==> config.mk <==
export PLATFORM = sky130hd
export DESIGN_NAME = mem_req_port_flat
export DESIGN_NICKNAME = d
export VERILOG_FILES = /design/src/rtl/mem_port_pkg.sv /design/src/rtl/mem_req_port_if.sv /design/src/rtl/mem_port_cnt.sv /design/src/rtl/mem_req_port.sv /design/src/flat_wrapper.sv
export SDC_FILE = /design/constraint.sdc
export NUM_CORES = 1
export LEC_CHECK = 0
export BUFFER_PORTS_ARGS = -buffer_cell sky130_fd_sc_hd__buf_2
export CORE_AREA = 2 2 80 82
export CTS_BUF_LIST = sky130_fd_sc_hd__clkbuf_16
export CTS_CLUSTER_DIAMETER = 30
export DETAILED_ROUTE_END_ITERATION = 12
export DIE_AREA = 0 0 82 84
export PLACE_DENSITY = 0.78
export SYNTH_ARGS = -nofsm -noshare
export SYNTH_HDL_FRONTEND = slang
export SYNTH_HIERARCHICAL = 1
export SYNTH_SLANG_ARGS = --single-unit
==> constraint.sdc <==
create_clock -name clk -period 2.5 [get_ports clk]
set_clock_uncertainty 0.2 [all_clocks]
set_input_delay 0.75 -clock clk [delete_from_list [all_inputs] [get_ports clk]]
set_output_delay 0.75 -clock clk [all_outputs]
set_load 0.02 [all_outputs]
==> src/rtl/mem_port_pkg.sv <==
// Shared types and sizes for the per-CPU SRAM arbiter request ports.
package mem_port_pkg;

  localparam int unsigned MEM_ADDR_W = 16;
  localparam int unsigned MEM_DATA_W = 16;
  localparam int unsigned N_PORTS    = 5;

  typedef enum logic [1:0] {
    IDLE,
    WAIT,
    GAP,
    RESP
  } port_state_e;

  // One counter serves both the gap and the timeout, so size it for the larger.
  function automatic int unsigned cnt_width(input int unsigned gap, input int unsigned tmo);
    return $clog2(((gap > tmo) ? gap : tmo) + 1);
  endfunction

endpackage

==> src/rtl/mem_req_port_if.sv <==
// CPU-side and arbiter-side signals of one request port; slave = the port, master = CPU/arbiter.
interface mem_req_port_if #(
  parameter int unsigned ADDR_W = mem_port_pkg::MEM_ADDR_W,
  parameter int unsigned DATA_W = mem_port_pkg::MEM_DATA_W
) ();

  logic              cpu_req_valid;
  logic              cpu_req_ready;
  logic              cpu_we;
  logic [ADDR_W-1:0] cpu_addr;
  logic [DATA_W-1:0] cpu_wdata;
  logic              cpu_rsp_valid;
  logic              cpu_rsp_ready;
  logic [DATA_W-1:0] cpu_rdata;
  logic              cpu_rsp_err;
  logic              arb_rd_req;
  logic              arb_wr_req;
  logic [ADDR_W-1:0] arb_addr;
  logic [DATA_W-1:0] arb_wdata;
  logic              arb_done;
  logic [DATA_W-1:0] arb_rdata;

  modport slave (
    input  cpu_req_valid, cpu_we, cpu_addr, cpu_wdata, cpu_rsp_ready, arb_done, arb_rdata,
    output cpu_req_ready, cpu_rsp_valid, cpu_rdata, cpu_rsp_err,
           arb_rd_req, arb_wr_req, arb_addr, arb_wdata
  );

  modport master (
    output cpu_req_valid, cpu_we, cpu_addr, cpu_wdata, cpu_rsp_ready, arb_done, arb_rdata,
    input  cpu_req_ready, cpu_rsp_valid, cpu_rdata, cpu_rsp_err,
           arb_rd_req, arb_wr_req, arb_addr, arb_wdata
  );

endinterface

==> src/rtl/mem_port_cnt.sv <==
// Loadable down-counter that saturates at zero; used for the inter-request gap and the timeout.
module mem_port_cnt #(
  parameter int unsigned W = 4
) (
  input  logic         clk,
  input  logic         reset,
  input  logic         load_i,
  input  logic [W-1:0] load_val_i,
  output logic [W-1:0] val_o,
  output logic         zero_o
);

  logic [W-1:0] val_q;

  always_ff @(posedge clk or negedge reset) begin
    if (!reset) begin
      val_q <= '0;
    end else if (load_i) begin
      val_q <= load_val_i;
    end else if (val_q != '0) begin
      val_q <= val_q - W'(1);
    end
  end

  assign val_o  = val_q;
  assign zero_o = (val_q == '0);

endmodule

==> src/rtl/mem_req_port.sv <==
// CPU request adapter for one arbiter slot: turns valid/ready transactions into edge-detected request levels.
// Optional abort of stalled requests: define MEM_REQ_PORT_TIMEOUT_EN.
module mem_req_port
  import mem_port_pkg::*;
#(
  parameter int unsigned ADDR_W         = MEM_ADDR_W,
  parameter int unsigned DATA_W         = MEM_DATA_W,
  parameter int unsigned GAP_CYCLES     = 2,
  parameter int unsigned TIMEOUT_CYCLES = 64
) (
  input logic           clk,
  input logic           reset,
  mem_req_port_if.slave bus
);

  localparam int unsigned CNT_W = cnt_width(GAP_CYCLES, TIMEOUT_CYCLES);

  port_state_e       state_q;
  logic              req_ready_q;
  logic              we_q;
  logic [ADDR_W-1:0] addr_q;
  logic [DATA_W-1:0] wdata_q;
  logic              rd_req_q;
  logic              wr_req_q;
  logic [DATA_W-1:0] rdata_q;
  logic              rsp_valid_q;
  logic              err_q;

  logic              accept_c;
  logic              done_c;
  logic              expire_c;
  logic              cnt_last_c;
  logic              cnt_load_c;
  logic [CNT_W-1:0]  cnt_load_val_c;
  logic [CNT_W-1:0]  cnt_val;
  logic              cnt_zero;

  mem_port_cnt #(.W(CNT_W)) u_cnt (
    .clk        (clk),
    .reset      (reset),
    .load_i     (cnt_load_c),
    .load_val_i (cnt_load_val_c),
    .val_o      (cnt_val),
    .zero_o     (cnt_zero)
  );

  assign accept_c   = (state_q == IDLE) && req_ready_q && bus.cpu_req_valid;
  assign done_c     = (state_q == WAIT) && bus.arb_done;
  // Loaded with N on entry, so the value reads 1 in the N-th cycle of the state.
  assign cnt_last_c = cnt_zero || (cnt_val == CNT_W'(1));

`ifdef MEM_REQ_PORT_TIMEOUT_EN
  assign expire_c = (state_q == WAIT) && !bus.arb_done && cnt_last_c;
`else
  assign expire_c = 1'b0;
`endif

  // Counter loads on entry to WAIT (timeout) and GAP.
  always_comb begin
    cnt_load_c     = 1'b0;
    cnt_load_val_c = '0;
`ifdef MEM_REQ_PORT_TIMEOUT_EN
    if (accept_c) begin
      cnt_load_c     = 1'b1;
      cnt_load_val_c = CNT_W'(TIMEOUT_CYCLES);
    end
`endif
    if (done_c || expire_c) begin
      cnt_load_c     = 1'b1;
      cnt_load_val_c = CNT_W'(GAP_CYCLES);
    end
  end

  always_ff @(posedge clk or negedge reset) begin
    if (!reset) begin
      state_q     <= IDLE;
      req_ready_q <= 1'b0;
      we_q        <= 1'b0;
      addr_q      <= '0;
      wdata_q     <= '0;
      rd_req_q    <= 1'b0;
      wr_req_q    <= 1'b0;
      rdata_q     <= '0;
      rsp_valid_q <= 1'b0;
      err_q       <= 1'b0;
    end else begin
      case (state_q)
        IDLE: begin
          if (accept_c) begin
            req_ready_q <= 1'b0;
            we_q        <= bus.cpu_we;
            addr_q      <= bus.cpu_addr;
            wdata_q     <= bus.cpu_wdata;
            rd_req_q    <= ~bus.cpu_we;
            wr_req_q    <= bus.cpu_we;
            state_q     <= WAIT;
          end else begin
            req_ready_q <= 1'b1;
          end
        end
        WAIT: begin
          // Completion takes priority over a timeout in the same cycle.
          if (done_c) begin
            rd_req_q <= 1'b0;
            wr_req_q <= 1'b0;
            rdata_q  <= we_q ? '0 : bus.arb_rdata;
            err_q    <= 1'b0;
            state_q  <= GAP;
          end else if (expire_c) begin
            rd_req_q <= 1'b0;
            wr_req_q <= 1'b0;
            rdata_q  <= '0;
            err_q    <= 1'b1;
            state_q  <= GAP;
          end
        end
        GAP: begin
          if (cnt_last_c) begin
            rsp_valid_q <= 1'b1;
            state_q     <= RESP;
          end
        end
        RESP: begin
          if (bus.cpu_rsp_ready) begin
            rsp_valid_q <= 1'b0;
            err_q       <= 1'b0;
            req_ready_q <= 1'b1;
            state_q     <= IDLE;
          end
        end
        default: state_q <= IDLE;
      endcase
    end
  end

  assign bus.cpu_req_ready = req_ready_q;
  assign bus.cpu_rsp_valid = rsp_valid_q;
  assign bus.cpu_rdata     = rdata_q;
  assign bus.cpu_rsp_err   = err_q;
  assign bus.arb_rd_req    = rd_req_q;
  assign bus.arb_wr_req    = wr_req_q;
  assign bus.arb_addr      = addr_q;
  assign bus.arb_wdata     = wdata_q;

endmodule

==> src/flat_wrapper.sv <==
// flat-port wrapper written by rule: the top's interface ports become plain ports
module mem_req_port_flat import mem_port_pkg::*;
#(
  parameter int unsigned ADDR_W         = MEM_ADDR_W,
  parameter int unsigned DATA_W         = MEM_DATA_W,
  parameter int unsigned GAP_CYCLES     = 2,
  parameter int unsigned TIMEOUT_CYCLES = 64
)
  (clk, reset, bus_cpu_req_valid, bus_cpu_we, bus_cpu_addr, bus_cpu_wdata, bus_cpu_rsp_ready, bus_arb_done, bus_arb_rdata, bus_cpu_req_ready, bus_cpu_rsp_valid, bus_cpu_rdata, bus_cpu_rsp_err, bus_arb_rd_req, bus_arb_wr_req, bus_arb_addr, bus_arb_wdata);
  mem_req_port_if #(.ADDR_W(ADDR_W), .DATA_W(DATA_W)) bus_i ();
  input logic clk;
  input logic reset;
  input wire logic [$bits(bus_i.cpu_req_valid)-1:0] bus_cpu_req_valid;
  input wire logic [$bits(bus_i.cpu_we)-1:0] bus_cpu_we;
  input wire logic [$bits(bus_i.cpu_addr)-1:0] bus_cpu_addr;
  input wire logic [$bits(bus_i.cpu_wdata)-1:0] bus_cpu_wdata;
  input wire logic [$bits(bus_i.cpu_rsp_ready)-1:0] bus_cpu_rsp_ready;
  input wire logic [$bits(bus_i.arb_done)-1:0] bus_arb_done;
  input wire logic [$bits(bus_i.arb_rdata)-1:0] bus_arb_rdata;
  output wire logic [$bits(bus_i.cpu_req_ready)-1:0] bus_cpu_req_ready;
  output wire logic [$bits(bus_i.cpu_rsp_valid)-1:0] bus_cpu_rsp_valid;
  output wire logic [$bits(bus_i.cpu_rdata)-1:0] bus_cpu_rdata;
  output wire logic [$bits(bus_i.cpu_rsp_err)-1:0] bus_cpu_rsp_err;
  output wire logic [$bits(bus_i.arb_rd_req)-1:0] bus_arb_rd_req;
  output wire logic [$bits(bus_i.arb_wr_req)-1:0] bus_arb_wr_req;
  output wire logic [$bits(bus_i.arb_addr)-1:0] bus_arb_addr;
  output wire logic [$bits(bus_i.arb_wdata)-1:0] bus_arb_wdata;
  assign bus_i.cpu_req_valid = bus_cpu_req_valid;
  assign bus_i.cpu_we = bus_cpu_we;
  assign bus_i.cpu_addr = bus_cpu_addr;
  assign bus_i.cpu_wdata = bus_cpu_wdata;
  assign bus_i.cpu_rsp_ready = bus_cpu_rsp_ready;
  assign bus_i.arb_done = bus_arb_done;
  assign bus_i.arb_rdata = bus_arb_rdata;
  assign bus_cpu_req_ready = bus_i.cpu_req_ready;
  assign bus_cpu_rsp_valid = bus_i.cpu_rsp_valid;
  assign bus_cpu_rdata = bus_i.cpu_rdata;
  assign bus_cpu_rsp_err = bus_i.cpu_rsp_err;
  assign bus_arb_rd_req = bus_i.arb_rd_req;
  assign bus_arb_wr_req = bus_i.arb_wr_req;
  assign bus_arb_addr = bus_i.arb_addr;
  assign bus_arb_wdata = bus_i.arb_wdata;
  mem_req_port #(.ADDR_W(ADDR_W), .DATA_W(DATA_W), .GAP_CYCLES(GAP_CYCLES), .TIMEOUT_CYCLES(TIMEOUT_CYCLES)) u_core (.clk(clk), .reset(reset), .bus(bus_i));
endmodule
==> impl_metrics.json, run 1 <==
{
  "yosys_register_bits": 62,
  "synth_area_per_cell_sq_um": 12.49,
  "placed_cells": 417,
  "start_util": 0.4752,
  "fin_nets": 412,
  "swShare": 0.3949,
  "numCtsBuffers": 9,
  "clk_pin_slew_ns": 0.05,
  "synth.distinct_cells": 43,
  "power_density_nw_per_um2": 1429,
  "io_pins": 107,
  "dr.pass1.iters": 4,
  "drv_cap": 0,
  "critPathCaptureType": "flop",
  "grt_remaining_overflow": 0,
  "io_buffers": 105,
  "crit_arrival_ns": 2.04,
  "die_w_um": 82,
  "drc_errors": 0,
  "cts_tree": "yes",
  "synth_edf_count": 0,
  "clk_latency_ns": 0.32,
  "grt.total_usage": 0.1949,
  "critPathKind": "reg2reg",
  "finalSetupViolCount": 0,
  "placed_area_sq_um": 3551,
  "peakVddDrop_mv": 0.8562,
  "cts_hold_buffers": 0,
  "grt_max_degree": 33,
  "fillers": 521,
  "maxSlewViolCount": 0,
  "status": "finished clean",
  "die_area_sq_um": 6888,
  "layout-drive-gt1-share": 0.4635,
  "yosysWarnings": 6,
  "worst_slew_pin_slew_ns": 0.5823,
  "vias_per_cell": 5.012,
  "seqCellArea_sq_um": 1551,
  "drt_iter0_drc": 98,
  "layoutNonFillerInstCount": 433,
  "finalCriticalPeriod_ns": 2.038,
  "fin_setup_tns_ns": 0,
  "final_util": 0.6264,
  "die_h_um": 84,
  "grt_pass1_wl_mm": 10.09,
  "vias": 2170,
  "multiInputGateArea_sq_um": 1274,
  "cts_root_buf": "clkbuf_16",
  "clock_path_buffers": 2,
  "place.gp.congestion": 0.8283,
  "postSynthCellCount": 232,
  "synth.top_cells.by_area": "dfrtp_1 54%, mux2_4 13%, nand2b_1 4.5%",
  "worst_ep_required_time_ns": 2.50,
  "cp_max_fo": 18,
  "startpoint_type": "flop",
  "slew_headroom": 0.6118,
  "ff2ff_path_depth": 5,
  "cts.sinks": 62,
  "grt_pass1_vias": 2103,
  "post_cts_resized": 0,
  "pwr-share-seq": 0.347,
  "p_leak_nw": 1.978,
  "cts_htree_levels": 3,
  "r2r_slack_ns": 0.46,
  "synth_top_area_cell": "dfrtp_1",
  "synth_seq_area_share": 0.5356,
  "pwr-share-comb": 0.453,
  "wirelength_mm": 6.365,
  "post-cts-setup-buffers": 0,
  "synth_area_sq_um": 2897,
  "core-area_sq_um": 6096,
  "max_freq_mhz": 490.7,
  "area_growth_syn_to_layout_pct": 31.84,
  "diodes": 0,
  "antenna_found_initial": 0,
  "r2r-end": "u_core/bus.arb_addr[2]",
  "intPower_mw": 3.301,
  "clkPwrFrac": 0.201,
  "synth.top_cell.area_share": 0.5356,
  "hold_path_class": "in2async",
  "timing.final.crit_share": 0.8151,
  "timing.rr.start": "u_core/state_q[0]",
  "final_cell_area_sq_um": 3819,
  "rsz0062_at_grt": "false",
  "hpwl_mm": 4.665,
  "power.switching_mw": 2.154,
  "finalHoldViolCount": 0,
  "synth-main-ff-cell": "dfrtp_1",
  "ant_nets": 0,
  "std_cell_rows": 29,
  "async_flop_share": 1.000,
  "routedWlPerCell_um": 14.70
}
==> per-layer routing <==
layer / routed length, um / vias to the layer above / track usage
li1: - / 1052 / -
met1: 2780 / 1053 / 0.2463
met2: 3229 / 56 / 0.3126
met3: 255 / 9 / 0.04004
met4: 99 / 0 / 0.09697
met5: 0 / - / 0
==> worst max-delay path: stages, from the launching register on <==
cell	delay, ns
dfrtp_1	0.42
inv_1	0.15
ha_1	0.30
nand3_4	0.27
buf_12	0.26
mux2_4	0.31
==> synth_stat cells, types with 3 or more instances <==
master	count
a21oi_1	5
buf_6	3
clkbuf_1	5
dfrtp_1	62
ha_1	7
inv_1	9
mux2_2	6
mux2_4	26
nand2_1	24
nand2b_1	21
o21ai_0	22
o31ai_1	4
==> registers in the layout, summed over array words and instances, names as in the netlist <==
| register | count |
|---|---|
| u_core/bus.arb_addr | 16 |
| u_core/bus.arb_rd_req | 1 |
| u_core/bus.arb_wdata | 16 |
| u_core/bus.arb_wr_req | 1 |
| u_core/bus.cpu_rdata | 16 |
| u_core/bus.cpu_req_ready | 1 |
| u_core/bus.cpu_rsp_valid | 1 |
| u_core/state_q | 2 |
| u_core/u_cnt/val_o | 7 |
| u_core/we_q | 1 |
==> cells by family after synthesis <==
group                      after synthesis  share of synthesized area
xor gates and xnor gates                 2                   0.006049
DFF                                     62                     0.5356
adders and majority gates                7                    0.03024
muxes                                   32                     0.1581
other                                    1                   0.001295
buffers and inverters                   18                    0.03240
AOI/OAI and AO/OA                       49                     0.1110
and+or+nand+nor                         61                     0.1253
==> power by group through the flow <==
stage          sequential (mW)  combinational [mW]  clock (mW)
6_report                  1.89                2.47        1.10
5_1_grt                   1.96                2.69        1.17
4_1_cts                   1.89                2.49        1.12
3_5_place_dp              1.90                2.47           0
3_3_place_gp              1.88                2.40           0
2_1_floorplan             2.37                1.23           0
==> metrics by stage <==
| step | worst slack [ns] | hold slack, ns | power (mW) |
|---|---|---|---|
| 2_1_floorplan | 0.4015 | 0.2544 | 3.599 |
| 3_3_place_gp | 0.5093 | 0.2615 | 4.272 |
| 3_5_place_dp | 0.4837 | 0.2651 | 4.365 |
| 4_1_cts | 0.4687 | 0.2341 | 5.501 |
| 5_1_grt | 0.3603 | 0.2630 | 5.813 |
| 6_report | 0.4622 | 0.2234 | 5.455 |
==> worst max path at each step <==
stage                       from                       to  slack, ns  cells after the start
2_1_floorplan       bus_arb_done    u_core/u_cnt/val_o[6]       0.40                      5
3_3_place_gp   bus_cpu_req_valid  u_core/bus.arb_wdata[1]       0.51                      4
3_5_place_dp   bus_cpu_req_valid   u_core/bus.arb_addr[2]       0.48                      4
4_1_cts        u_core/state_q[0]   u_core/bus.arb_addr[2]       0.47                      5
5_1_grt        u_core/state_q[0]  u_core/bus.arb_wdata[3]       0.36                      5
6_report       u_core/state_q[0]   u_core/bus.arb_addr[2]       0.46                      5
==> area by class of cell <==
type	instances	area share
flip-flops and latches	62	0.4063
multi-input cells	158	0.3336
repair buffers	111	0.1560
clock buffers	9	0.05898
well taps	77	0.02523
clock inverters	7	0.01114
inverters	9	0.008847
==> placed cells by master, fill, tap and decap left out, types with 5 or more instances in the layout <==
cell,Yosys,routed
ha_1,7,7
conb_1,1,7
buf_2,0,105
nand2b_1,21,21
dfrtp_1,62,62
inv_1,9,10
a21oi_1,5,5
nand2_1,24,24
mux2_4,26,26
clkbuf_16,0,9
o21ai_0,22,22
mux2_2,6,6
Note: power is estimated with default switching activity, not from simulation.
==> inputs of run 2 (changes only) <==
--- a/config.mk
+++ b/config.mk
@@ -5,6 +5,7 @@
 export SDC_FILE = /design/constraint.sdc
 export NUM_CORES = 1
 export LEC_CHECK = 0
+export ABC_AREA = 1
 export BUFFER_PORTS_ARGS = -buffer_cell sky130_fd_sc_hd__buf_2
 export CORE_AREA = 2 2 80 82
 export CTS_BUF_LIST = sky130_fd_sc_hd__clkbuf_16
==> constraint.sdc (replaced) <==
create_clock -name clk -period 2 [get_ports clk]
set_clock_uncertainty 0.2 [all_clocks]
set_input_delay 0.6 -clock clk [delete_from_list [all_inputs] [get_ports clk]]
set_output_delay 0.6 -clock clk [all_outputs]
set_load 0.02 [all_outputs]
==> run 2 against run 1 <==
Net effect:
- sequential share of layout area fell by 0.78 points
- clock power up 57%
- global-route usage up 0.20 points
- largest power group unchanged
- maximum frequency increased by 12%
- clock-buffer cell count unchanged
- core utilization rose by 1.2 points
- hold slack worse by 0.16 ns
- critical path type unchanged
- sequential power rose by 22%
- power increased by 34%
==> impl_metrics.json, run 2 <==
{
  "yosysMostFrequentCell": "nand2_1",
  "rsz0062_at_grt": "false",
  "core-area_sq_um": 6096,
  "cts_hold_buffers": 0,
  "diodes": 0,
  "die_h_um": 84,
  "vias": 2194,
  "synth_area_per_cell_sq_um": 10.96,
  "grt_max_degree": 47,
  "routedWlPerCell_um": 13.50,
  "synthAdderAreaFrac": 0.03028,
  "r2r_slack_ns": 0.19,
  "cts_tree": "yes",
  "p_leak_nw": 2.168,
  "crit_arrival_ns": 1.82,
  "critPathCaptureType": "flop",
  "synth.top_cells.by_area": "dfrtp_1 54%, mux2_4 15%, nand2_1 9.1%",
  "hpwl_mm": 4.602,
  "synth_mux_area_frac": 0.1609,
  "postSynthCellCount": 264,
  "area_growth_syn_to_layout_pct": 34.60,
  "cts_root_buf": "clkbuf_16",
  "synth_edf_count": 0,
  "finalSetupViolCount": 0,
  "startpoint_type": "flop",
  "synth-compound-area-share": 0.05623,
  "cts.sinks": 62,
  "wirelength_mm": 6.279,
  "io_buffers": 105,
  "fillers": 483,
  "synthSimpleGateAreaFrac": 0.1531,
  "synth_top_family_by_area": "multiplexers",
  "synth_top_area_cell": "dfrtp_1",
  "worst_ep_required_time_ns": 2.00,
  "post-cts-setup-buffers": 0,
  "yosys_register_bits": 62,
  "vias_per_cell": 4.718,
  "power_density_nw_per_um2": 1882,
  "cts_htree_levels": 3,
  "synth.top_cell.area_share": 0.5363,
  "place.gp.congestion": 0.7997,
  "die_area_sq_um": 6888,
  "synth.distinct_cells": 25,
  "std_cell_rows": 29,
  "die_w_um": 82,
  "yosysWarnings": 6,
  "hold_path_class": "in2async",
  "async_flop_share": 1.000,
  "layout-drive-gt1-share": 0.4278,
  "final_common_cell": "buf_2",
  "peakVddDrop_mv": 1.008,
  "io_pins": 107,
  "drc_errors": 0,
  "fin_setup_tns_ns": 0,
  "post_cts_resized": 0,
  "drt_iter0_drc": 80,
  "ant_nets": 0,
  "clk_pin_slew_ns": 0.05,
  "synthTopCellsByCount": "70 x nand2_1, 62 x dfrtp_1, 28 x mux2_4",
  "layout_common_cells": "105 x buf_2, 70 x nand2_1, 62 x dfrtp_1, 28 x mux2_4, 26 x o21ai_0",
  "synth-main-ff-cell": "dfrtp_1",
  "fin_nets": 444,
  "timing.final.crit_share": 0.9057,
  "cp_max_fo": 14,
  "grt_pass1_wl_mm": 10.16,
  "drv_cap": 0,
  "grt_remaining_overflow": 0,
  "finalCriticalPeriod_ns": 1.811,
  "synth_seq_area_share": 0.5363,
  "synthXorXnorAreaFrac": 0.009083,
  "hold_ws_ns": 0.06368,
  "grt_pass1_vias": 2229,
  "maxSlewViolCount": 0,
  "finalHoldViolCount": 0,
  "critPathKind": "reg2reg",
  "grt.total_usage": 0.1970,
  "max_freq_mhz": 552.1,
  "status": "finished clean",
  "synth_area_sq_um": 2893,
  "clk_latency_ns": 0.32,
  "total_power_mw": 7.329,
  "start_util": 0.4745,
  "dr.pass1.iters": 4,
  "clock_path_buffers": 2,
  "numCtsBuffers": 9,
  "antenna_found_initial": 0
}
## run 2: stage by stage
step | cells | util | setup slack (ns) | area, sq um
2_1_floorplan | 270 | - | 0.1485 | 2915
3_3_place_gp | 449 | 0.5835 | 0.2408 | 3557
3_5_place_dp | 449 | 0.5835 | 0.1975 | 3557
4_1_cts | 465 | 0.6388 | 0.1784 | 3894
5_1_grt | 465 | 0.6388 | 0.02720 | 3894
6_report | 465 | 0.6388 | 0.1886 | 3894
## run 2: metal layers
layer  share of wire  global-route usage
met3           0.056             0.04221
met5               0                   0
met2            0.52              0.3171
met1            0.40              0.2347
met4           0.028              0.1227
## run 2: critical path, stage by stage (launching register included)
cell and delay (ns):
dfrtp_1 0.40, inv_1 0.12, ha_1 0.25, nand3_4 0.20, buf_12 0.22, mux2_4 0.30
## run 2: layout make-up
class | instances | area (sq um) | area share
Clock buffer | 9 | 225.2 | 0.05784
Inverter | 24 | 90.09 | 0.02314
Timing Repair Buffer | 111 | 608.1 | 0.1562
Clock inverter | 7 | 111.4 | 0.02860
Multi-Input combinational cell | 175 | 1211 | 0.3111
Tap cell | 77 | 96.34 | 0.02474
Sequential cell | 62 | 1551 | 0.3985
## run 2: power by group
part           switching (mW)  leakage, nW  internal, mW
registers               0.401        0.754          1.91
clock network           0.525        0.165          1.21
logic                    1.88         1.25          1.40
total                    2.81         2.17          4.52
## run 2: final timing paths
| check | start | cells after the start | end |
|---|---|---|---|
| min in group clk | u_core/bus.cpu_rsp_valid | 2 | u_core/bus.cpu_rsp_valid |
| max in group asynchronous | reset | 2 | u_core/bus.cpu_rdata[4] |
| max reg2reg | u_core/state_q[0] | 5 | u_core/bus.arb_addr[0] |
| max | u_core/state_q[0] | 5 | u_core/bus.arb_addr[0] |
| min reg2reg | u_core/bus.cpu_rsp_valid | 2 | u_core/bus.cpu_rsp_valid |
| min | reset | 2 | u_core/bus.arb_wdata[5] |
## run 2: kinds of logic (layout without fill, tap and decap cells)
logic type | Yosys count | count (layout)
buffers and inverters | 33 | 151
adder cells (fa/ha/maj) | 7 | 7
XOR/XNOR | 3 | 3
other | 1 | 7
AND/OR/NAND/NOR | 94 | 94
flip-flops | 62 | 62
multiplexers | 32 | 32
AO/OA/AOI/OAI | 32 | 32
==> inputs of run 3 (changes only) <==
--- a/config.mk
+++ b/config.mk
@@ -7,12 +7,12 @@
 export LEC_CHECK = 0
 export ABC_AREA = 1
 export BUFFER_PORTS_ARGS = -buffer_cell sky130_fd_sc_hd__buf_2
-export CORE_AREA = 2 2 80 82
+export CORE_AREA = 2 2 89 91
 export CTS_BUF_LIST = sky130_fd_sc_hd__clkbuf_16
 export CTS_CLUSTER_DIAMETER = 30
 export DETAILED_ROUTE_END_ITERATION = 12
-export DIE_AREA = 0 0 82 84
-export PLACE_DENSITY = 0.78
+export DIE_AREA = 0 0 91 93
+export PLACE_DENSITY = 0.65
 export SYNTH_ARGS = -nofsm -noshare
 export SYNTH_HDL_FRONTEND = slang
 export SYNTH_HIERARCHICAL = 1
==> run 3 against run 2 <==
Net effect:
- power decreased by 5.5%
- core utilization decreased by 13 points
- sequential cell count unchanged
- setup slack improved by 0.028 ns
==> impl_metrics.json, run 3 (synthesized netlist as in run 2, its figures left out) <==
{
  "max_freq_mhz": 560.7,
  "grt.total_usage": 0.1477,
  "fin_nets": 442,
  "layout-drive-gt1-share": 0.4301,
  "final_common_cell": "buf_2",
  "cts_htree_levels": 3,
  "finalHoldViolCount": 0,
  "wirelength_mm": 5.945,
  "worst_slew_pin_slew_ns": 0.5131,
  "cts_root_buf": "clkbuf_16",
  "die_h_um": 93,
  "slowest_delay_ns": 0.41,
  "io_pins": 107,
  "timing.final.crit_share": 0.8918,
  "dr.pass1.iters": 4,
  "clk_latency_ns": 0.32,
  "drc_errors": 0,
  "cts_tree": "yes",
  "status": "finished clean",
  "drv_cap": 0,
  "slowest_stage": "dfrtp_1",
  "routedWlPerCell_um": 12.18,
  "worst_ep_required_time_ns": 2.00,
  "post-cts-setup-buffers": 0,
  "crit_chain": "inv_1 -> ha_1 -> nand3_4 -> buf_12 -> mux2_4",
  "cp-endpoint": "u_core/bus.arb_wdata[6]",
  "ff2ff_path_depth": 5,
  "std_cell_rows": 32,
  "cp_max_fo": 17,
  "r2r-end": "u_core/bus.arb_wdata[6]",
  "seqCellArea_sq_um": 1551,
  "core-area_sq_um": 7527,
  "cts.sinks": 62,
  "finalCriticalPeriod_ns": 1.784,
  "startpoint_type": "flop",
  "startpoint": "u_core/state_q[1]",
  "multiInputGateArea_sq_um": 1211,
  "hold_path_class": "in2async",
  "grt-busiest-layer": "met2",
  "antenna_found_initial": 0,
  "fillers": 727,
  "numCtsBuffers": 9,
  "vias": 2168,
  "hpwl_mm": 4.369,
  "crit_arrival_ns": 1.79,
  "r2r_slack_ns": 0.22,
  "grt_pass1_vias": 2104,
  "hold_ws_ns": 0.06641,
  "grt_pass1_wl_mm": 9.867,
  "die_area_sq_um": 8463,
  "grt_remaining_overflow": 0,
  "finalSetupViolCount": 0,
  "place.gp.congestion": 0.7583,
  "drt_iter0_drc": 87,
  "layout_common_cells": "105 x buf_2, 70 x nand2_1, 62 x dfrtp_1, 28 x mux2_4, 26 x o21ai_0",
  "cts_hold_buffers": 0,
  "grt_max_degree": 63,
  "grt_use_met1": 0.1848,
  "clk_pin_slew_ns": 0.06,
  "io_buffers": 105,
  "use_met2": 0.2370,
  "power_density_nw_per_um2": 1800,
  "clock_path_buffers": 2,
  "area_growth_syn_to_layout_pct": 33.00,
  "diodes": 0,
  "rsz0062_at_grt": "false",
  "post_cts_resized": 0,
  "slew_headroom": 0.6576,
  "p_leak_nw": 2.129,
  "use_met3": 0.03626,
  "ant_nets": 0,
  "vias_per_cell": 4.443,
  "start_util": 0.3843,
  "die_w_um": 91,
  "critPathKind": "reg2reg",
  "fin_setup_tns_ns": 0,
  "maxSlewViolCount": 0,
  "critPathCaptureType": "flop",
  "timing.rr.start": "u_core/state_q[1]",
  "peakVddDrop_mv": 0.6464
}
## run 3: cell count changes in the layout (fill, tap and decap cells not counted), sizes merged
cell / previous run / this run
clkinvlp: 0 / 1
bufinv: 3 / 0
clkinv: 3 / 5
buf: 111 / 109
## run 3: report_power, final
part | internal, mW | switching [mW]
sequential | 1.91 | 0.381
clock | 0.838 | 0.556
combinational | 1.39 | 1.85
## run 3: worst min path at each step
stage	startpoint	endpoint	slack, ns	depth (start not counted)
6_report	reset	u_core/state_q[0]	0.07	2
5_1_grt	reset	u_core/state_q[0]	0.11	2
4_1_cts	reset	u_core/state_q[0]	0.09	2
3_5_place_dp	u_core/bus.cpu_rsp_valid	u_core/bus.cpu_rsp_valid	0.26	2
3_3_place_gp	u_core/bus.cpu_rsp_valid	u_core/bus.cpu_rsp_valid	0.26	2
2_1_floorplan	reset	u_core/bus.arb_addr[0]	0.10	0
## run 3: metrics by stage
step	total power [mW]	util	worst slack (ns)	area, sq um	std cells
finish	6.925	0.5111	0.2164	3847	488
global route	7.430	0.5111	0.08721	3847	488
CTS	7.018	0.5111	0.2000	3847	488
detailed placement	5.585	0.4747	0.2128	3573	472
global placement	5.508	0.4747	0.2373	3573	472
floorplan	4.614	-	0.1485	2915	270
## run 3: worst max-delay path: cells and delay by family (launching register included)
| family | cells | cell delay [ns] |
|---|---|---|
| multiplexers | 1 | 0.30 |
| buffers and inverters | 2 | 0.32 |
| AND/OR/NAND/NOR | 1 | 0.17 |
| adder cells (fa/ha/maj) | 1 | 0.24 |
| flip-flops | 1 | 0.41 |
## run 3: routing by layer
metal / vias up / routed length (um)
li1: 1079 / -
met1: 1018 / 2569
met2: 60 / 2929
met3: 11 / 311
met4: 0 / 134
met5: - / 0
## run 3: cell type report
type | instances | share of cell area
Inverter | 24 | 0.02341
Sequential cell | 62 | 0.4033
Timing Repair Buffer | 109 | 0.1541
Clock buffer | 9 | 0.05854
Tap cell | 102 | 0.03317
Clock inverter | 7 | 0.01268
Multi-Input combinational cell | 175 | 0.3148
